<file path="src/rtl/fir_out_requant_pkg.sv">
// fir_out_requant_pkg: shared defaults for the FIR output requantiser.
//   DEF_IN_W / DEF_OUT_W : default input / output sample widths
//   SAT_MAX / SAT_MIN    : clip limits for the default output width
//   lvl_w()              : width of a FIFO occupancy count (0..depth inclusive)
package fir_out_requant_pkg;
  localparam int DEF_IN_W  = 34;
  localparam int DEF_OUT_W = 16;

  localparam logic signed [DEF_OUT_W-1:0] SAT_MAX = {1'b0, {(DEF_OUT_W-1){1'b1}}};
  localparam logic signed [DEF_OUT_W-1:0] SAT_MIN = {1'b1, {(DEF_OUT_W-1){1'b0}}};

  // Occupancy must represent DEPTH itself, hence the extra bit.
  function automatic int lvl_w(input int depth);
    return $clog2(depth) + 1;
  endfunction
endpackage

</file>
<file path="src/rtl/fir_out_requant_if.sv">
// fir_out_requant_if: Avalon-ST sink (from fir_second) and ready/valid source
// (to the DAC/UART packer) bundled together.
//   ast_sink_*   : upstream sample, no backpressure
//   ast_source_* : FIFO head, popped on valid & ready
//   master : the side that produces sink samples and consumes the source stream
//   slave  : the requantiser
interface fir_out_requant_if
  import fir_out_requant_pkg::*;
#(
  parameter int IN_W  = DEF_IN_W,
  parameter int OUT_W = DEF_OUT_W
) ();
  logic signed [IN_W-1:0]  ast_sink_data;
  logic                    ast_sink_valid;
  logic [1:0]              ast_sink_error;
  logic signed [OUT_W-1:0] ast_source_data;
  logic                    ast_source_valid;
  logic                    ast_source_ready;

  modport master (
    output ast_sink_data, ast_sink_valid, ast_sink_error, ast_source_ready,
    input  ast_source_data, ast_source_valid
  );

  modport slave (
    input  ast_sink_data, ast_sink_valid, ast_sink_error, ast_source_ready,
    output ast_source_data, ast_source_valid
  );
endinterface

</file>
<file path="src/rtl/fir_out_requant_sync_fifo_fwft.sv">
// sync_fifo_fwft: single-clock first-word-fall-through FIFO.
//   clk, reset : clock, synchronous active-high reset (pointers/count only)
//   wr_en/wr_data : push; ignored when full unless a pop happens the same cycle
//   rd_en      : pop the head; ignored when empty
//   rd_data    : current head (0 while empty)
//   full/empty/level : status, level in 0..DEPTH
// DEPTH must be a power of two so the pointers wrap naturally.
module sync_fifo_fwft
  import fir_out_requant_pkg::*;
#(
  parameter int DATA_W = 16,
  parameter int DEPTH  = 16
) (
  input  logic                      clk,
  input  logic                      reset,
  input  logic                      wr_en,
  input  logic [DATA_W-1:0]         wr_data,
  input  logic                      rd_en,
  output logic [DATA_W-1:0]         rd_data,
  output logic                      full,
  output logic                      empty,
  output logic [lvl_w(DEPTH)-1:0]   level
);
  localparam int AW = $clog2(DEPTH);
  localparam int LW = AW + 1;
  localparam logic [LW-1:0] FULL_CNT = LW'(DEPTH);

  logic [DATA_W-1:0] mem_q [DEPTH];
  logic [AW-1:0]     wp_d, wp_q, rp_d, rp_q;
  logic [LW-1:0]     cnt_d, cnt_q;
  logic              do_wr, do_rd;

  always_comb begin
    do_rd = rd_en && (cnt_q != '0);
    // A pop in the same cycle frees the slot, so a full FIFO still takes the write.
    do_wr = wr_en && ((cnt_q != FULL_CNT) || do_rd);
    wp_d  = wp_q + AW'(do_wr);
    rp_d  = rp_q + AW'(do_rd);
    cnt_d = cnt_q + LW'(do_wr) - LW'(do_rd);
  end

  always_ff @(posedge clk) begin
    if (reset) begin
      wp_q  <= '0;
      rp_q  <= '0;
      cnt_q <= '0;
    end else begin
      wp_q  <= wp_d;
      rp_q  <= rp_d;
      cnt_q <= cnt_d;
    end
  end

  // Storage is not reset; the count gates the head so stale words never show.
  always_ff @(posedge clk) begin
    if (do_wr) mem_q[wp_q] <= wr_data;
  end

  assign empty   = (cnt_q == '0);
  assign full    = (cnt_q == FULL_CNT);
  assign level   = cnt_q;
  assign rd_data = empty ? '0 : mem_q[rp_q];
endmodule

</file>
<file path="src/rtl/fir_out_requant.sv">
// fir_out_requant: round-half-up, arithmetic shift by SHIFT, saturate to OUT_W
// bits, buffer in a FWFT FIFO and present a ready/valid stream.
//   clk, reset : 130 MHz DSP clock, synchronous active-high reset
//   io         : sink (34-bit sample, valid, error) + source (data, valid, ready)
//   clr_flags  : pulse clears overflow / err_seen (and sat_count when present)
//   fifo_level : FIFO occupancy 0..FIFO_DEPTH
//   overflow   : sticky, a sample was dropped on a full FIFO
//   err_seen   : sticky, a sample arrived with nonzero error
//   sat_count  : saturated samples, only when FIR_OUT_SAT_CNT_EN is defined
// Pipeline: stage1 round/shift, stage2 saturate, stage3 FIFO write port.
// A sample captured at edge N shows on ast_source_valid after edge N+3.
module fir_out_requant
  import fir_out_requant_pkg::*;
#(
  parameter int IN_W       = DEF_IN_W,
  parameter int OUT_W      = DEF_OUT_W,
  parameter int SHIFT      = 7,
  parameter int FIFO_DEPTH = 16
) (
  input  logic                          clk,
  input  logic                          reset,
  fir_out_requant_if.slave              io,
  input  logic                          clr_flags,
  output logic [lvl_w(FIFO_DEPTH)-1:0]  fifo_level,
  output logic                          overflow,
  output logic                          err_seen
`ifdef FIR_OUT_SAT_CNT_EN
  ,
  output logic [15:0]                   sat_count
`endif
);
  localparam int STAGES = 2;
  // One guard bit so the rounding add cannot wrap at the positive extreme.
  localparam int RW = IN_W + 1;
  localparam logic signed [RW-1:0] RND =
    (SHIFT > 0) ? (RW'(1) << ((SHIFT > 0) ? SHIFT - 1 : 0)) : '0;
  localparam logic signed [RW-1:0] SMAX = {{(RW-OUT_W+1){1'b0}}, {(OUT_W-1){1'b1}}};
  localparam logic signed [RW-1:0] SMIN = {{(RW-OUT_W+1){1'b1}}, {(OUT_W-1){1'b0}}};

  logic                    accept;
  logic [STAGES:0]         vld_pipe_d, vld_pipe_q;
  logic signed [RW-1:0]    r_d, r_q;
  logic signed [OUT_W-1:0] sat_d, sat_q;
  logic signed [OUT_W-1:0] wr_data_d, wr_data_q;
  logic                    overflow_d, overflow_q;
  logic                    err_seen_d, err_seen_q;
  logic                    drop;
  logic                    fifo_full, fifo_empty;
  logic [OUT_W-1:0]        fifo_rd_data;

  always_comb begin
    // Errored samples never enter the pipeline.
    accept     = io.ast_sink_valid && (io.ast_sink_error == 2'b00);
    // vld_pipe_q[0..2] qualify stage1, stage2 and the FIFO write port.
    vld_pipe_d = {vld_pipe_q[STAGES-1:0], accept};
    r_d        = ($signed({io.ast_sink_data[IN_W-1], io.ast_sink_data}) + RND) >>> SHIFT;

    if (r_q > SMAX)      sat_d = SMAX[OUT_W-1:0];
    else if (r_q < SMIN) sat_d = SMIN[OUT_W-1:0];
    else                 sat_d = r_q[OUT_W-1:0];

    wr_data_d  = sat_q;

    // Full with a pop the same cycle is a legal write, so only !ready drops.
    drop       = vld_pipe_q[STAGES] && fifo_full && !io.ast_source_ready;
    // Setting term is OR'd last so a new event beats a simultaneous clear.
    overflow_d = (overflow_q && !clr_flags) || drop;
    err_seen_d = (err_seen_q && !clr_flags) ||
                 (io.ast_sink_valid && (io.ast_sink_error != 2'b00));
  end

  always_ff @(posedge clk) begin
    if (reset) begin
      vld_pipe_q <= '0;
      r_q        <= '0;
      sat_q      <= '0;
      wr_data_q  <= '0;
      overflow_q <= 1'b0;
      err_seen_q <= 1'b0;
    end else begin
      vld_pipe_q <= vld_pipe_d;
      r_q        <= r_d;
      sat_q      <= sat_d;
      wr_data_q  <= wr_data_d;
      overflow_q <= overflow_d;
      err_seen_q <= err_seen_d;
    end
  end

`ifdef FIR_OUT_SAT_CNT_EN
  logic        sat_evt_d, sat2_q, sat3_q;
  logic [15:0] sat_cnt_d, sat_cnt_q;

  always_comb begin
    sat_evt_d = (r_q > SMAX) || (r_q < SMIN);
    sat_cnt_d = clr_flags ? 16'd0 : sat_cnt_q;
    // Counts saturated samples reaching the write port, whether stored or dropped.
    if (vld_pipe_q[STAGES] && sat3_q && (sat_cnt_d != 16'hFFFF))
      sat_cnt_d = sat_cnt_d + 16'd1;
  end

  always_ff @(posedge clk) begin
    if (reset) begin
      sat2_q    <= 1'b0;
      sat3_q    <= 1'b0;
      sat_cnt_q <= '0;
    end else begin
      sat2_q    <= sat_evt_d;
      sat3_q    <= sat2_q;
      sat_cnt_q <= sat_cnt_d;
    end
  end

  assign sat_count = sat_cnt_q;
`endif

  sync_fifo_fwft #(
    .DATA_W (OUT_W),
    .DEPTH  (FIFO_DEPTH)
  ) u_fifo (
    .clk     (clk),
    .reset   (reset),
    .wr_en   (vld_pipe_q[STAGES]),
    .wr_data (wr_data_q),
    .rd_en   (io.ast_source_ready),
    .rd_data (fifo_rd_data),
    .full    (fifo_full),
    .empty   (fifo_empty),
    .level   (fifo_level)
  );

  assign io.ast_source_data  = fifo_rd_data;
  assign io.ast_source_valid = !fifo_empty;
  assign overflow            = overflow_q;
  assign err_seen            = err_seen_q;
endmodule

</file>
<file path="src/flat_wrapper.sv">
// flat-port wrapper written by rule: the top's interface ports become plain ports
module fir_out_requant_flat import fir_out_requant_pkg::*;
#(
  parameter int IN_W       = DEF_IN_W,
  parameter int OUT_W      = DEF_OUT_W,
  parameter int SHIFT      = 7,
  parameter int FIFO_DEPTH = 16
)
  (clk, reset, clr_flags, fifo_level, overflow, err_seen, io_ast_sink_data, io_ast_sink_valid, io_ast_sink_error, io_ast_source_ready, io_ast_source_data, io_ast_source_valid);
  fir_out_requant_if #(.IN_W(IN_W), .OUT_W(OUT_W)) io_i ();
  input  logic clk;
  input  logic reset;
  input  logic clr_flags;
  output logic [lvl_w(FIFO_DEPTH)-1:0] fifo_level;
  output logic overflow;
  output logic err_seen;
  input wire logic [$bits(io_i.ast_sink_data)-1:0] io_ast_sink_data;
  input wire logic [$bits(io_i.ast_sink_valid)-1:0] io_ast_sink_valid;
  input wire logic [$bits(io_i.ast_sink_error)-1:0] io_ast_sink_error;
  input wire logic [$bits(io_i.ast_source_ready)-1:0] io_ast_source_ready;
  output wire logic [$bits(io_i.ast_source_data)-1:0] io_ast_source_data;
  output wire logic [$bits(io_i.ast_source_valid)-1:0] io_ast_source_valid;
  assign io_i.ast_sink_data = io_ast_sink_data;
  assign io_i.ast_sink_valid = io_ast_sink_valid;
  assign io_i.ast_sink_error = io_ast_sink_error;
  assign io_i.ast_source_ready = io_ast_source_ready;
  assign io_ast_source_data = io_i.ast_source_data;
  assign io_ast_source_valid = io_i.ast_source_valid;
  fir_out_requant #(.IN_W(IN_W), .OUT_W(OUT_W), .SHIFT(SHIFT), .FIFO_DEPTH(FIFO_DEPTH)) u_core (.clk(clk), .reset(reset), .io(io_i), .clr_flags(clr_flags), .fifo_level(fifo_level), .overflow(overflow), .err_seen(err_seen));
endmodule
</file>
<file path="config.mk">
export PLATFORM = sky130hd
export DESIGN_NAME = fir_out_requant_flat
export DESIGN_NICKNAME = d
export VERILOG_FILES = /design/src/rtl/fir_out_requant_pkg.sv /design/src/rtl/fir_out_requant_if.sv /design/src/rtl/fir_out_requant_sync_fifo_fwft.sv /design/src/rtl/fir_out_requant.sv /design/src/flat_wrapper.sv
export SDC_FILE = /design/constraint.sdc
export NUM_CORES = 1
export LEC_CHECK = 0
export ABC_AREA = 1
export CAP_MARGIN = 20
export CORE_ASPECT_RATIO = 1.4
export CORE_MARGIN = 2
export CORE_UTILIZATION = 40
export DETAILED_ROUTE_END_ITERATION = 10
export RECOVER_POWER = 25
export SYNTH_ARGS = -nofsm -noshare
export SYNTH_HDL_FRONTEND = slang
export SYNTH_SLANG_ARGS = --single-unit
</file>
<file path="constraint.sdc">
create_clock -name clk -period 3.5 [get_ports clk]
set_input_delay 0.875 -clock clk [delete_from_list [all_inputs] [get_ports clk]]
set_output_delay 0.875 -clock clk [all_outputs]
set_load 0.01 [all_outputs]
</file>
Word-level counts from Yosys, hierarchy flattened
Memories as Yosys holds them, arrays and structs flattened. A register that Yosys moved wholly into a read port is not among the register bits.
Index checks and enable logic that the tools add are counted.
- memories: 1
- bits of input ports: 41
- RAM bits: 256
- bits in registers: 78
- word-level logic and storage cells: 45
- output and inout port bits: 24
- memories (memory ; words ; bits a word ; rd ports ; clocked after Yosys merged registers in ; wr ports ; line ; RTL):
    u_core.u_fifo.mem_q ; 16 ; 16 ; 1 ; 1 ; 1 ; fir_out_requant_sync_fifo_fwft.sv:28 ; logic [DATA_W-1:0] mem_q [DEPTH];
- $add $sub $neg: 5
- $lt $le $gt $ge: 2
- reduce and logical (&&, ||, !) cells: 19
- equal/unequal tests: 2
- mux-type cells: 6
- operators with widths (cell ; count):
    adder 34 x 8 -> 35 bit, second input constant ; 1
    two-way mux 16 bit ; 2
    greater-than comparator 28 x 16 -> 1 bit, second input constant ; 1
    < comparator 28 x 16 -> 1 bit, second input constant ; 1
    two-way mux 15 bit ; 1
    adder 4 x 1 -> 4 bit ; 2
    logical AND 1 bit ; 8
    adder 5 x 1 -> 5 bit ; 1
    equality test 5 bit, second input constant ; 1
    zero test 5 bit ; 1
    != test 5 bit, second input constant ; 1
    nonzero test 5 bit ; 1
    subtractor 5 x 1 -> 5 bit ; 1
    two-way mux 4 bit ; 1
    zero test 1 bit ; 3
    logical OR 1 bit ; 3
    zero test 2 bit ; 1
    two-way mux 1 bit ; 2
    nonzero test 2 bit ; 1
    OR reduction 2 bit ; 1

Logic depth before layout (Yosys ltp)
- word-level depth: 6
- gate-level depth with buffers: 17

By module
A second synthesis with hierarchy kept.
- cell total of the unflattened synthesis: 1314
- area total of the unflattened synthesis: 13690.6 um2
- modules (own cells, without submodules) (module ; sequential area each (um2) ; times used ; area an instance (um2) ; cells an instance):
    sync_fifo_fwft ; 7947.6 ; 1 ; 11004.3 ; 944
    fir_out_requant ; 1301.2 ; 1 ; 2686.3 ; 370

Least setup slack after synthesis
OpenSTA, ideal clock, no wires.
- path type: input-to-reg
- start: input io_ast_source_ready
- end: register u_core.u_fifo.cnt_q[4] (netlist: u_core.u_fifo.level[4])
- data arrival time: 2558 ps
- setup time: 70 ps
- path buffers: 0
- required time: 3430 ps
- path slack: 872 ps
- stages on the path: 11
- path through: nor2_1 > nor2_1 > inv_1 > ha_1 > inv_1 > ha_1 > inv_1 > fa_1 > o31ai_1 > o21ai_0 > a21oi_1
- longest elaborated chain between the ends: 5
- ends and longest elaborated chain (what ; line ; RTL):
    start: declaration ; flat_wrapper.sv:20 ; input wire logic [$bits(io_i.ast_source_ready)-1:0] io_ast_source_ready;
    logical AND 1 bit (*) ; fir_out_requant_sync_fifo_fwft.sv:34 ; do_rd = rd_en && (cnt_q != '0);
    logical OR 1 bit ; fir_out_requant_sync_fifo_fwft.sv:36 ; do_wr = wr_en && ((cnt_q != FULL_CNT) || do_rd);
    logical AND 1 bit ; fir_out_requant_sync_fifo_fwft.sv:36 ;
    adder 5 x 1 -> 5 bit ; fir_out_requant_sync_fifo_fwft.sv:39 ; cnt_d = cnt_q + LW'(do_wr) - LW'(do_rd);
    subtractor 5 x 1 -> 5 bit (*) ; fir_out_requant_sync_fifo_fwft.sv:39 ;
    end signal: assignment ; fir_out_requant_sync_fifo_fwft.sv:50 ; cnt_q <= cnt_d;
    end: declaration ; fir_out_requant_sync_fifo_fwft.sv:30 ; logic [LW-1:0] cnt_d, cnt_q;
Every way passes the cells marked *; elsewhere a longest branch is shown, timed or not.
A chain may end at the register's enable or synchronous reset.

==> metrics <==
Worst slew margin 0.5791; first-pass GRT wire length 51.73 mm; CTS tree built; syn_nets between 1000 and 1500; r2r worst-path depth 17; gr usage total 0.1878; Post-Synth Adder-Cell Area 0.01155; Final setup viols 0; Setup TNS 0 ps; sequential area share after synthesis 0.6774; largest family of logic cells by synthesized area simple AND/OR/NAND/NOR gates; Worst setup SP type register; Gate power share 0.245; initial antenna violation count 0; slack of the critical path roughly 110 ps; Syn. warnings 0; Avg WL per Cell around 18 µm; Area Overhead vs Synth 18.13%; compound-gate portion of the synthesized area 0.02960; status finished, final reports clean; Slew @ Worst Pin approximately 630 ps; leakage just over 6 nW; Clock transition at path regs roughly 60 ps; Pre-antenna DRT Iters 5; port buffer count slightly below 60; R2R setup slack between 700 and 800 ps; Syn Std Cell Area between 10000 and 15000 µm²; Antenna diodes 0; Post-synth EDFFs about 260; f_max approximately 300 MHz; CP arrival about 2500 ps; Netlist cell types 34; cell total after placement about 1800; Clk Latency, worst-skew pair between 500 and 600 ps; Crit Path Max Fanout 33; Cell Int Power 7.402 mW; PwrDens between 600 and 700 nW/µm²; Clock Sinks between 300 and 400; Via Count 9360; clock share of power 0.331; Critical Path, Cell by Cell buf_16 -> nand2_1 -> nand3_1 -> nand3_1 -> nand2_1 -> nand2_1 -> a21oi_2 -> clkdlybuf4s50_1; H-tree level count 1; sw frac 0.2964; Crit-path slowest cell clkdlybuf4s50_1; Post-Syn Instances around 1300; Root Driver clkbuf_16; DR iter-0 viols 649; Final Wtd Congestion between 0.9 and 1; Worst VDD drop around 0.00047 V; Seq pwr share 0.425; routed wire length between 30 and 40 mm; Antenna Violating Nets Remaining 0; fin nets 1433; XOR/XNOR share of the synthesized area 0.003207; row count 80; ratio of final minimum period to clock period 0.9690; R2R Path End u_core.u_fifo.level[4]$_SDFF_PP0_; Vias/cell roughly 5.0; Post-synth top flop edfxtp_1; HP Start u_core.sat_q[5]$_SDFF_PP0_; WS Path Type register to output port; final hold viol count 0; sink of the worst hold path u_core.wr_data_q[5]$_SDFF_PP0_; largest net degree at the start of global routing between 60 and 70; multiplexer share of the synthesized area 0; gr ovfl total 0; Initial Util 0.4036; most used cell, CP nand2_1; die height 222.6 µm; Final Non-Filler Cells about 1900; flops & latches, synth 334; worst path required time 2620 ps; synthesized area per cell 10.43 µm²; IO Count 65; core area 33830 µm²; number of global-route vias before repair between 9000 and 10000; Util after Layout 0.4767; Die X between 150 and 200 µm; clock skew 16.91 ps; CTS Buf Count 31; DR DRC count 0; clk buf depth 3; Slew Viols, Final 0; RSZ-0062 raised after global routing yes; NetSw roughly 3.1 mW; hold depth 2; Simple-Gate Fraction of Synth Area 0.2364; Worst path max stage delay approximately 570 ps; worst hold path class register to register; crit path time final 3391 ps; HPWL Detailed 19.52 mm; dpl ws 239.6 ps; Async S/R FF share, synth 0; Die Area 35650 µm²; MaxCap Viol Count 0; CP Capture Type output port; critical register-to-register path startpoint u_core.u_fifo.level[3]$_SDFF_PP0_; fraction of layout cells with a size suffix above 1 0.09330
[per-stage QoR]
stage	area [µm²]	power [mW]	hold slack, ps
2_1_floorplan	13650	6.011	388.3
3_3_place_gp	14850	6.905	388.9
3_5_place_dp	14850	6.934	393.1
4_1_cts	16040	10.54	390.1
5_1_grt	16130	11.04	410.2
6_report	16130	10.52	391.5
[routing by layer]
layer  vias up  wire length (µm)  track usage
met3        55              1642      0.02128
met5         -                 0            0
met2       272             17440       0.3480
met1      4451             13690       0.2274
li1       4582                 -            -
met4         0               883      0.05929
[logic make-up (layout without fill, tap and decap cells)]
logic type,count (synthesis),after routing
adder cells (fa/ha/maj),12,12
AND/OR/NAND/NOR,754,754
XOR/XNOR,5,5
flip-flops,334,334
buffers and inverters,126,221
AO/OA/AOI/OAI,78,78
[cells in the final DEF (no fill, tap or decap), types with 5 or more instances in the layout]
cell             count
buf_12               5
clkbuf_1             6
o21ai_0             14
nand3b_1            11
nor3_1               5
clkinv_1             5
nand2_1            408
bufinv_16            5
dfxtp_1             76
nor2_1              91
nand3_1            202
dlymetal6s2s_1       8
clkdlybuf4s50_1     45
inv_1               61
ha_1                11
a21oi_2              5
buf_4               26
a21oi_1             54
nor2_2              23
clkbuf_16           32
edfxtp_1           256
[critical path: cells and delay by family, from the launching register on]
kind	cells	cell delay, ps
simple gates	5	390
flops	1	510
compound gates	1	220
buf+inv	2	810
[power by group through the flow]
stage / combinational [mW] / sequential [mW] / clock (mW)
global placement: 2.39 / 4.52 / 0
finish: 2.57 / 4.47 / 3.48
global route: 2.85 / 4.48 / 3.71
detailed placement: 2.41 / 4.52 / 0
floorplan: 1.51 / 4.50 / 0
CTS: 2.54 / 4.46 / 3.54
[final cells by class]
| cell class | instances | area (µm²) |
|---|---|---|
| tap | 451 | 564.3 |
| sequential | 334 | 9254 |
| multi-input combinational | 849 | 3892 |
| fill | 3205 | 17700 |
| timing repair buffer | 99 | 1094 |
| inverter | 65 | 261.5 |
| clock inverter | 18 | 236.5 |
| clock buffer | 39 | 825.8 |
[flip-flops by register name, indices dropped and copies added, names as in the netlist]
name,count
u_core.overflow,1
u_core.u_fifo.rp_q,4
u_core.r_q,28
u_core.u_fifo.mem_q,256
u_core.u_fifo.level,5
u_core.wr_data_q,16
u_core.err_seen,1
u_core.vld_pipe_q,3
u_core.u_fifo.wp_q,4
u_core.sat_q,16
[worst max path at each step]
stage,from,to,slack (ps),depth (start not counted)
after detailed placement,u_core.u_fifo.rp_q[1]$_SDFF_PP0_,io_ast_source_data[4],240,8
after global routing,u_core.u_fifo.rp_q[0]$_SDFF_PP0_,io_ast_source_data[13],-10,8
after global placement,u_core.u_fifo.rp_q[1]$_SDFF_PP0_,io_ast_source_data[0],250,8
after floorplan,io_ast_source_ready,u_core.u_fifo.level[4]$_SDFF_PP0_,870,11
after CTS,u_core.u_fifo.rp_q[1]$_SDFF_PP0_,io_ast_source_data[4],0.3,8
final,u_core.u_fifo.rp_q[0]$_SDFF_PP0_,io_ast_source_data[13],110,8
[Yosys cell counts (all sizes together), types with 4 or more instances]
| library cell | number | area, µm² |
|---|---|---|
| a21oi | 59 | 295.3 |
| buf | 47 | 274.0 |
| clkbuf | 14 | 52.55 |
| dfxtp | 78 | 1562 |
| edfxtp | 256 | 7687 |
| ha | 11 | 137.6 |
| inv | 64 | 240.2 |
| nand2 | 411 | 1555 |
| nand3 | 204 | 1039 |
| nand3b | 11 | 82.58 |
| nand4 | 4 | 25.02 |
| nor2 | 117 | 479.2 |
| nor3 | 6 | 41.29 |
| o21ai | 14 | 70.07 |
| xnor2 | 4 | 35.03 |
[repair_timing]
item                       in CTS  in global routing
gates resized for setup        17                 16
setup endpoints to repair      16                 12
hold buffers                    0                  0
cloned                          3                  1
setup buffers                   0                  2
No activity file was read; power rests on OpenSTA's default activity.
